[src/rtl/isu_loader_pkg.sv]
// Shared definitions for the instruction-memory program loader.
package isu_loader_pkg;

    typedef enum logic [2:0] {
        IDLE  = 3'd0,
        HDR0  = 3'd1,
        HDR1  = 3'd2,
        DATA  = 3'd3,
        FLUSH = 3'd4,
        DONE  = 3'd5,
        ERR   = 3'd6
    } state_e;

    localparam int HDR_BYTES      = 2;
    localparam int BYTES_PER_WORD = 4;

endpackage

[src/rtl/isu_loader_if.sv]
// Byte-stream input and instruction-memory write port of the loader.
interface isu_loader_if #(
    parameter int BYTE_W  = 8,
    parameter int D_WIDTH = 32,
    parameter int A_WIDTH = 32
);
    logic               in_valid;
    logic [BYTE_W-1:0]  in_data;
    logic               in_ready;
    logic               mem_we;
    logic [A_WIDTH-1:0] mem_addr;
    logic [D_WIDTH-1:0] mem_wdata;

    modport master (
        output in_valid, in_data,
        input  in_ready, mem_we, mem_addr, mem_wdata
    );

    modport slave (
        input  in_valid, in_data,
        output in_ready, mem_we, mem_addr, mem_wdata
    );
endinterface

[src/rtl/isu_loader_byte_packer.sv]
// Collects stream bytes little-endian into a word; flags the cycle the last byte arrives.
module isu_loader_byte_packer
    import isu_loader_pkg::*;
#(
    parameter int BYTE_W  = 8,
    parameter int D_WIDTH = 32
) (
    input  logic               clk,
    input  logic               rst,
    input  logic               clear_i,
    input  logic               accept_i,
    input  logic [BYTE_W-1:0]  byte_i,
    output logic [D_WIDTH-1:0] word_o,
    output logic               wordValid_o
);
    localparam int CNT_BITS = $clog2(BYTES_PER_WORD);

    logic [CNT_BITS-1:0]       byteCnt_q;
    logic [D_WIDTH-BYTE_W-1:0] pack_q;

    // The top byte is never stored: it goes straight from the stream into the word.
    always_ff @(posedge clk) begin
        if (rst || clear_i) begin
            byteCnt_q <= '0;
            pack_q    <= '0;
        end else if (accept_i) begin
            for (int b = 0; b < BYTES_PER_WORD - 1; b++) begin
                if (byteCnt_q == CNT_BITS'(b)) begin
                    pack_q[b*BYTE_W +: BYTE_W] <= byte_i;
                end
            end
            byteCnt_q <= byteCnt_q + 1'b1;
        end
    end

    assign wordValid_o = accept_i && (byteCnt_q == CNT_BITS'(BYTES_PER_WORD - 1));
    assign word_o      = {byte_i, pack_q};

endmodule

[src/rtl/isu_loader.sv]
// Program loader: reads a counted byte image and writes it to instruction memory,
// holding the core in reset until the whole image has landed.
module isu_loader
    import isu_loader_pkg::*;
#(
    parameter int D_WIDTH     = 32,
    parameter int A_WIDTH     = 32,
    parameter int MEM_A_WIDTH = 8,
    parameter int BYTE_W      = 8,
    parameter int CNT_W       = 16
) (
    input  logic       clk,
    input  logic       rst,
    input  logic       start_i,
    isu_loader_if.slave bus,
    output logic       cpu_rst_o,
    output logic       busy_o,
    output logic       done_o,
    output logic       err_o
);
    localparam logic [CNT_W:0] MAX_WORDS = (CNT_W + 1)'(2 ** MEM_A_WIDTH);

    state_e             state_q;
    logic [CNT_W-1:0]   count_q;
    logic [CNT_W-1:0]   wordIdx_q;
    logic [CNT_W-1:0]   lastIdx;
    logic [CNT_W-1:0]   hdrCount;
    logic               accept;
    logic               pkValid;
    logic [D_WIDTH-1:0] pkWord;

    assign bus.in_ready = (state_q inside {HDR0, HDR1, DATA});
    assign accept       = bus.in_valid && bus.in_ready;
    assign hdrCount     = {bus.in_data, count_q[BYTE_W-1:0]};
    assign lastIdx      = count_q - 1'b1;

    isu_loader_byte_packer #(
        .BYTE_W (BYTE_W),
        .D_WIDTH(D_WIDTH)
    ) u_packer (
        .clk        (clk),
        .rst        (rst),
        .clear_i    (accept && (state_q == HDR1)),
        .accept_i   (accept && (state_q == DATA)),
        .byte_i     (bus.in_data),
        .word_o     (pkWord),
        .wordValid_o(pkValid)
    );

    always_ff @(posedge clk) begin
        if (rst) begin
            state_q       <= IDLE;
            count_q       <= '0;
            wordIdx_q     <= '0;
            bus.mem_we    <= 1'b0;
            bus.mem_addr  <= '0;
            bus.mem_wdata <= '0;
        end else begin
            bus.mem_we <= 1'b0;
            case (state_q)
                IDLE, DONE, ERR: begin
                    if (start_i) begin
                        state_q   <= HDR0;
                        wordIdx_q <= '0;
                    end
                end
                HDR0: begin
                    if (accept) begin
                        count_q[BYTE_W-1:0] <= bus.in_data;
                        state_q             <= HDR1;
                    end
                end
                HDR1: begin
                    // Size is validated up front so the write address can never wrap.
                    if (accept) begin
                        count_q[CNT_W-1:BYTE_W] <= bus.in_data;
                        wordIdx_q               <= '0;
                        if (hdrCount == '0) begin
                            state_q <= DONE;
                        end else if ({1'b0, hdrCount} > MAX_WORDS) begin
                            state_q <= ERR;
                        end else begin
                            state_q <= DATA;
                        end
                    end
                end
                DATA: begin
                    if (pkValid) begin
                        bus.mem_we    <= 1'b1;
                        bus.mem_wdata <= pkWord;
                        bus.mem_addr  <= A_WIDTH'({wordIdx_q[MEM_A_WIDTH-1:0], 2'b00});
                        wordIdx_q     <= wordIdx_q + 1'b1;
                        if (wordIdx_q == lastIdx) begin
                            state_q <= FLUSH;
                        end
                    end
                end
                FLUSH: begin
                    state_q <= DONE;
                end
                default: begin
                    state_q <= IDLE;
                end
            endcase
        end
    end

    assign cpu_rst_o = (state_q != DONE);
    assign busy_o    = (state_q inside {HDR0, HDR1, DATA, FLUSH});
    assign done_o    = (state_q == DONE);
    assign err_o     = (state_q == ERR);

endmodule

[src/flat_wrapper.sv]
// flat-port wrapper written by rule: the top's interface ports become plain ports
module isu_loader_flat import isu_loader_pkg::*;
#(
    parameter int D_WIDTH     = 32,
    parameter int A_WIDTH     = 32,
    parameter int MEM_A_WIDTH = 8,
    parameter int BYTE_W      = 8,
    parameter int CNT_W       = 16
)
  (clk, rst, start_i, cpu_rst_o, busy_o, done_o, err_o, bus_in_valid, bus_in_data, bus_in_ready, bus_mem_we, bus_mem_addr, bus_mem_wdata);
  isu_loader_if #(.BYTE_W(BYTE_W), .D_WIDTH(D_WIDTH), .A_WIDTH(A_WIDTH)) bus_i ();
  input  logic clk;
  input  logic rst;
  input  logic start_i;
  output logic cpu_rst_o;
  output logic busy_o;
  output logic done_o;
  output logic err_o;
  input wire logic [$bits(bus_i.in_valid)-1:0] bus_in_valid;
  input wire logic [$bits(bus_i.in_data)-1:0] bus_in_data;
  output wire logic [$bits(bus_i.in_ready)-1:0] bus_in_ready;
  output wire logic [$bits(bus_i.mem_we)-1:0] bus_mem_we;
  output wire logic [$bits(bus_i.mem_addr)-1:0] bus_mem_addr;
  output wire logic [$bits(bus_i.mem_wdata)-1:0] bus_mem_wdata;
  assign bus_i.in_valid = bus_in_valid;
  assign bus_i.in_data = bus_in_data;
  assign bus_in_ready = bus_i.in_ready;
  assign bus_mem_we = bus_i.mem_we;
  assign bus_mem_addr = bus_i.mem_addr;
  assign bus_mem_wdata = bus_i.mem_wdata;
  isu_loader #(.D_WIDTH(D_WIDTH), .A_WIDTH(A_WIDTH), .MEM_A_WIDTH(MEM_A_WIDTH), .BYTE_W(BYTE_W), .CNT_W(CNT_W)) u_core (.clk(clk), .rst(rst), .start_i(start_i), .bus(bus_i), .cpu_rst_o(cpu_rst_o), .busy_o(busy_o), .done_o(done_o), .err_o(err_o));
endmodule
[config.mk]
export PLATFORM = sky130hd
export DESIGN_NAME = isu_loader_flat
export DESIGN_NICKNAME = d
export VERILOG_FILES = /design/src/rtl/isu_loader_pkg.sv /design/src/rtl/isu_loader_if.sv /design/src/rtl/isu_loader_byte_packer.sv /design/src/rtl/isu_loader.sv /design/src/flat_wrapper.sv
export SDC_FILE = /design/constraint.sdc
export NUM_CORES = 1
export LEC_CHECK = 0
export CAP_MARGIN = 20
export CORE_MARGIN = 2
export CORE_UTILIZATION = 46
export DETAILED_ROUTE_END_ITERATION = 6
export PLACE_DENSITY = 0.82
export SYNTH_ARGS = -nofsm -noshare
export SYNTH_HDL_FRONTEND = slang
export SYNTH_SLANG_ARGS = --single-unit
[constraint.sdc]
create_clock -name clk -period 5.4 [get_ports clk]
set_input_delay 1.35 -clock clk [delete_from_list [all_inputs] [get_ports clk]]
set_output_delay 1.35 -clock clk [all_outputs]
set_load 0.02 [all_outputs]
Word-level counts from Yosys, hierarchy flattened
Cells that the tools add are included. Widths: inputs -> output; s select.

Mux-type cells: 13. Bitwise gates (word level): 1. $add $sub $neg: 3. Eq/ne operators: 16. Order comparisons: 1. Reductions and logical operators: 21.

Operator list (number): $mux 16 (3); $pmux 16 s3 (1); $mux 3 (7); $add 16x1->16 const B (1); $eq 16x16->1 (1); $gt 16x9->1 const B (1); $logic_not 16->1 (1); $sub 16x1->16 const B (1); $pmux 3 s5 (1); $reduce_and 2->1 (6); $eq 3x3->1 const B (3); $eq 3x2->1 const B (2); $ne 2x1->1 const B (3); $reduce_bool 3->1 (2); $reduce_and 5->1 (1); $eq 2x2->1 const B (2); $logic_and 1x1->1 (4); $ne 2x2->1 const B (2); $reduce_and 4->1 (1); $reduce_bool 4->1 (1); $eq 3x1->1 const B (1); $logic_not 3->1 (1); $ne 3x3->1 const B (1); $reduce_or 3->1 (1); 7 further kinds (7).

Output and inout bits: 70. Input bits: 12. Word-level logic and storage cells: 66. Register bits: 102.

Longest topological paths before layout
Depth in word-level cells: 7. Gate-level depth with buffers: 10. Mapped depth without buffers: 9.

Hierarchy
From an unflattened synthesis, not the netlist that was laid out.

Cell total of the unflattened synthesis: 628. Area, all modules: 5248.8 um^2.

Modules (own cells, without submodules): isu_loader (cells an instance 495, seq. area each 1521.5 um^2, area an instance 3858.7 um^2, instances 1); isu_loader_byte_packer (cells an instance 133, seq. area each 520.5 um^2, area an instance 1390.1 um^2, instances 1).

Worst setup path after synthesis
Ideal clock, no wire load.

Path type: input-to-reg. From: input bus_in_data[5]. To: register u_core.state_q[2]. Data required time: 5.286 ns. Path slack: 2.676 ns. Stages: 6. Setup time: 0.114 ns. Data arrival time: 2.610 ns. Buffers on the path: 0. Cells stage by stage: or4_1 nor4_1 nand4bb_1 a2bb2oi_1 nor2_1 a21o_1.

Word-level cells in the longest chain between the ends: 5. Elaborated cells between the ends (all ways): 6. Classes of those cells: 1 x order compare; 4 x mux; 1 x reduce/logical.

RTL lines: start: declaration (RTL line flat_wrapper.sv:20) `input wire logic [$bits(bus_i.in_data)-1:0] bus_in_data;`; $gt 16x9->1 (RTL line isu_loader.sv:80) `end else if ({1'b0, hdrCount} > MAX_WORDS) begin`; $mux 3 (RTL line isu_loader.sv:80); $mux 3 (*) (RTL line isu_loader.sv:78) `if (hdrCount == '0) begin`; $mux 3 (*) (RTL line isu_loader.sv:75) `if (accept) begin`; $pmux 3 s5 (*) (RTL line isu_loader.sv:60) `case (state_q)`; end signal: assignment (RTL line isu_loader.sv:63) `state_q <= HDR0;`; end signal: assignment (RTL line isu_loader.sv:79) `state_q <= DONE;`; end signal: assignment (RTL line isu_loader.sv:81) `state_q <= ERR;`; end: declaration (RTL line isu_loader.sv:23) `state_e state_q;`.

Every way passes the cells marked *; elsewhere a longest branch is shown, timed or not. The select of a mux whose other input is x is not followed. A chain may end at the register's enable or synchronous reset.

Final worst setup path
From: register u_core.state_q[0]. To: output busy_o.

Word-level cells in the longest chain between the ends: 2. Elaborated cells between the ends (all ways): 5. Classes of those cells: 4 x eq/ne; 1 x reduce/logical.

RTL lines: start signal: assignment (RTL line isu_loader.sv:52) `state_q <= IDLE;`; start signal: assignment (RTL line isu_loader.sv:63); start signal: assignment (RTL line isu_loader.sv:70) `state_q <= HDR1;`; $eq 3x1->1 (tied with other cells) (RTL line isu_loader.sv:109) `assign busy_o = (state_q inside {HDR0, HDR1, DATA, FLUSH});`; $reduce_bool 4->1 (*) (RTL line isu_loader.sv:109); end: declaration (RTL line flat_wrapper.sv:16) `output logic busy_o;`.

Every way passes the cells marked *; elsewhere a longest branch is shown, timed or not.

==> reports/results.tsv <==
stage	metric	value	unit
setup_path	RR Startpoint	u_core.count_q[0]	
timing	Slew headroom	33.31	%
routing	Iteration-0 DRC Markers	197	
routing	post-route ant nets	0	
routing	WL/cell	14.15	um
clocking	CTS tree	yes	
timing	final setup fails	0	
timing	Clock Skews	0.01670	ns
synth	Syn Area/Cell	7.804	um2
hold_path	hold_sp	u_core.bus.mem_addr[4]	
routing	drt drc	0	
final_layout	Reg area	2042	um2
timing	setup_tns	0	ns
flow_run	max_cap viols	0	
clocking	clock latency on the worst-skew pair	0.38	ns
hold_path	Min-Delay Path Class	reg2reg	
power	PwrDens	345.2	nW/um2
routing	DR vias	4131	
synth	prevailing post-synth register cell	dfxtp_1	
synth	Yosys Warn Count	0	
clocking	Hold-fix buffers, CTS	0	
setup_path	crit path max fanout	16	
synth	Synth Register Bits	102	
power	Peak VDD IR	0.2779	mV
clocking	Clock Path Buffers	2	
floorplan	core area	10180	um2
setup_path	CP endpoint kind	primary output	
floorplan	area of the die	11140	um2
final_layout	Final nets	658	
synth	Syn Std Cell Area	4745	um2
synth	fraction of registers with async set/reset	0	%
synth	Post-Syn Instances	608	
grt	number of global-route vias before repair	4061	
placement	gp weighted congestion	0.8811	
final_layout	Filler Cell Count	962	
setup_path	r2r worst-path depth	9	
final_layout	area taken by multi-input logic gates	2406	um2
timing	RSZ-0062 raised after global routing	no	
final_layout	final core utilization	53.69	%
clocking	post_cts resized	0	
clocking	H-Tree Depth	3	
power	Leak	1.892	nW
floorplan	Initial Util	46.58	%
routing	overall routed net length	11040	um
timing	Final Hold Viols	0	
timing	Slew Viols, Final	0	
setup_path	worst flop-to-flop path endpoint	u_core.state_q[0]	
routing	DRT Pass-1 Iters	6	
placement	Final HPWL DP	7770	um
floorplan	die width	105.6	um
hold_path	Hold Path End	u_core.bus.mem_addr[4]	
status	status	finished clean	
timing	Final min period	3.246	ns
grt	largest net degree at the start of global routing	41	
clocking	clock sinks	102	
grt	GRT Util Overall	20.36	%
floorplan	die height	105.6	um
clocking	Worst-path clk slew	0.10	ns
clocking	setup bufs post-CTS	0	
synth	Synth cell types	55	
setup_path	reg2reg setup slack	2.84	ns
synth	Post-synth EDFFs	0	
timing	Fmax	0.3080	GHz
synth	Seq/Total Area, Yosys	43.04	%
grt	initial antenna violation count	0	
placement	input/output buffers	57	
floorplan	row count	37	
clocking	CTS root buffer	clkbuf_8	
clocking	Inserted Clock Buffers	9	
timing	fin crit share	60.12	%
final_layout	Antenna Cells	0	
grt	grt total ovfl	0	
final_layout	layout cells sized above 1	4.969	%
final_layout	Area growth syn-to-layout	15.24	%
setup_path	Req. time, crit path	4.05	ns
floorplan	Ports	82	
setup_path	Startpoint Class	register	
routing	via density per instance	5.296	
setup_path	Worst Path Arrival	1.90	ns
grt	global-route wire length before repair	18800	um
setup_path	Setup Crit Path Kind	reg2out	
timing	Slew @ Worst Pin	0.9937	ns
hold_path	Worst Hold Path Cells	2	
## layout make-up
cell class / count / share of cell area, %
well taps: 136 / 3.112
clock inverters: 7 / 1.625
multi-input cells: 454 / 44.00
inverters: 11 / 0.7551
repair buffers: 61 / 10.89
flip-flops and latches: 102 / 37.35
clock buffers: 9 / 2.265
## layout by cell type, fill, tap and decap left out, types with 2 or more instances in the layout
| cell | n |
|---|---|
| nor2b_1 | 3 |
| nor2_1 | 37 |
| o21ai_0 | 5 |
| nor4_1 | 2 |
| a21o_1 | 2 |
| buf_4 | 4 |
| clkdlybuf4s50_1 | 56 |
| nand2_1 | 157 |
| nand3b_1 | 2 |
| or3_1 | 2 |
| nor3_1 | 8 |
| inv_6 | 3 |
| a41oi_1 | 2 |
| and3_1 | 4 |
| and2_1 | 2 |
| nand3_1 | 28 |
| a211oi_1 | 5 |
| a22oi_1 | 2 |
| xor2_1 | 16 |
| xnor2_1 | 22 |
| conb_1 | 24 |
| dfxtp_1 | 102 |
| nand4_1 | 6 |
| inv_1 | 11 |
| ha_1 | 7 |
| a21oi_1 | 85 |
| nand2b_1 | 6 |
| clkbuf_8 | 9 |
| mux2i_1 | 2 |
## cell families after synthesis
group | Yosys count | synth area share [%]
AOI/OAI and AO/OA | 113 | 13.79
other | 1 | 0.07904
and+or+nand+nor | 270 | 25.74
xor gates and xnor gates | 38 | 7.015
DFF | 102 | 43.04
muxes | 2 | 0.4220
buffers and inverters | 75 | 8.069
adders and majority gates | 7 | 1.846
## cell usage after synthesis (5+ instances only)
cell	instances	area share, %
a211oi_1	5	0.79
buf_4	24	3.8
clkbuf_1	30	2.4
nand4_1	6	0.79
xnor2_1	22	4.1
nand2_1	157	12
a21oi_1	85	9.0
o21ai_0	5	0.53
nand2b_1	6	0.79
inv_1	11	0.87
buf_2	8	0.84
xor2_1	16	3.0
dfxtp_1	102	43
nand3_1	28	3.0
ha_1	7	1.8
nor3_1	8	0.84
nor2_1	37	2.9
## registers in the layout (all words and copies together), names as in the netlist
name,flops
u_core.count_q,16
u_core.state_q,3
u_core.bus.mem_wdata,32
u_core.bus.mem_we,1
u_core.bus.mem_addr,8
u_core.u_packer.byteCnt_q,2
u_core.wordIdx_q,16
u_core.u_packer.pack_q,24
## per-stage QoR
| step | setup WS [ns] | power (mW) | hold WS [ns] | cells | area, um2 |
|---|---|---|---|---|---|
| 2_1_floorplan | 2.676 | 1.278 | 0.4321 | 631 | 4831 |
| 3_3_place_gp | 1.941 | 1.357 | 0.4420 | 764 | 5255 |
| 3_5_place_dp | 1.811 | 1.380 | 0.4472 | 764 | 5255 |
| 4_1_cts | 2.146 | 1.888 | 0.4612 | 780 | 5468 |
| 5_1_grt | 2.023 | 1.980 | 0.4794 | 780 | 5468 |
| 6_report | 2.154 | 1.888 | 0.4564 | 780 | 5468 |
## how the worst max path moves through the flow
stage                           start           endpoint  slack [ns]  cells past startpoint
floorplan              bus_in_data[5]  u_core.state_q[2]        2.68                      6
global placement       bus_in_data[5]  u_core.state_q[2]        1.94                      7
detailed placement     bus_in_data[5]  u_core.state_q[2]        1.81                      7
CTS                 u_core.state_q[0]             busy_o        2.15                      3
global route           bus_in_data[5]  u_core.state_q[2]        2.02                      7
finish              u_core.state_q[0]             busy_o        2.15                      3
## per-layer routing
layer,wire [um],part of all wire (%),global-route usage [%],vias up
met2,5429,49,35.35,134
met4,241,2.2,6.391,0
met1,4789,43,25.25,1943
met3,579,5.2,4.267,26
li1,-,-,-,2028
met5,0,0,0,-
## worst max-delay path, cell delays in order (launching register included)
cell and delay, ns:
dfxtp_1 0.61, nor2_1 0.14, xnor2_1 0.16, clkdlybuf4s50_1 0.62
## where the power goes
part | internal, mW | switching, mW
Clock | 0.226 | 0.290
Sequential | 0.783 | 0.0643
Combinational | 0.221 | 0.303
Total | 1.23 | 0.657
(Power assumes the default switching activity.)
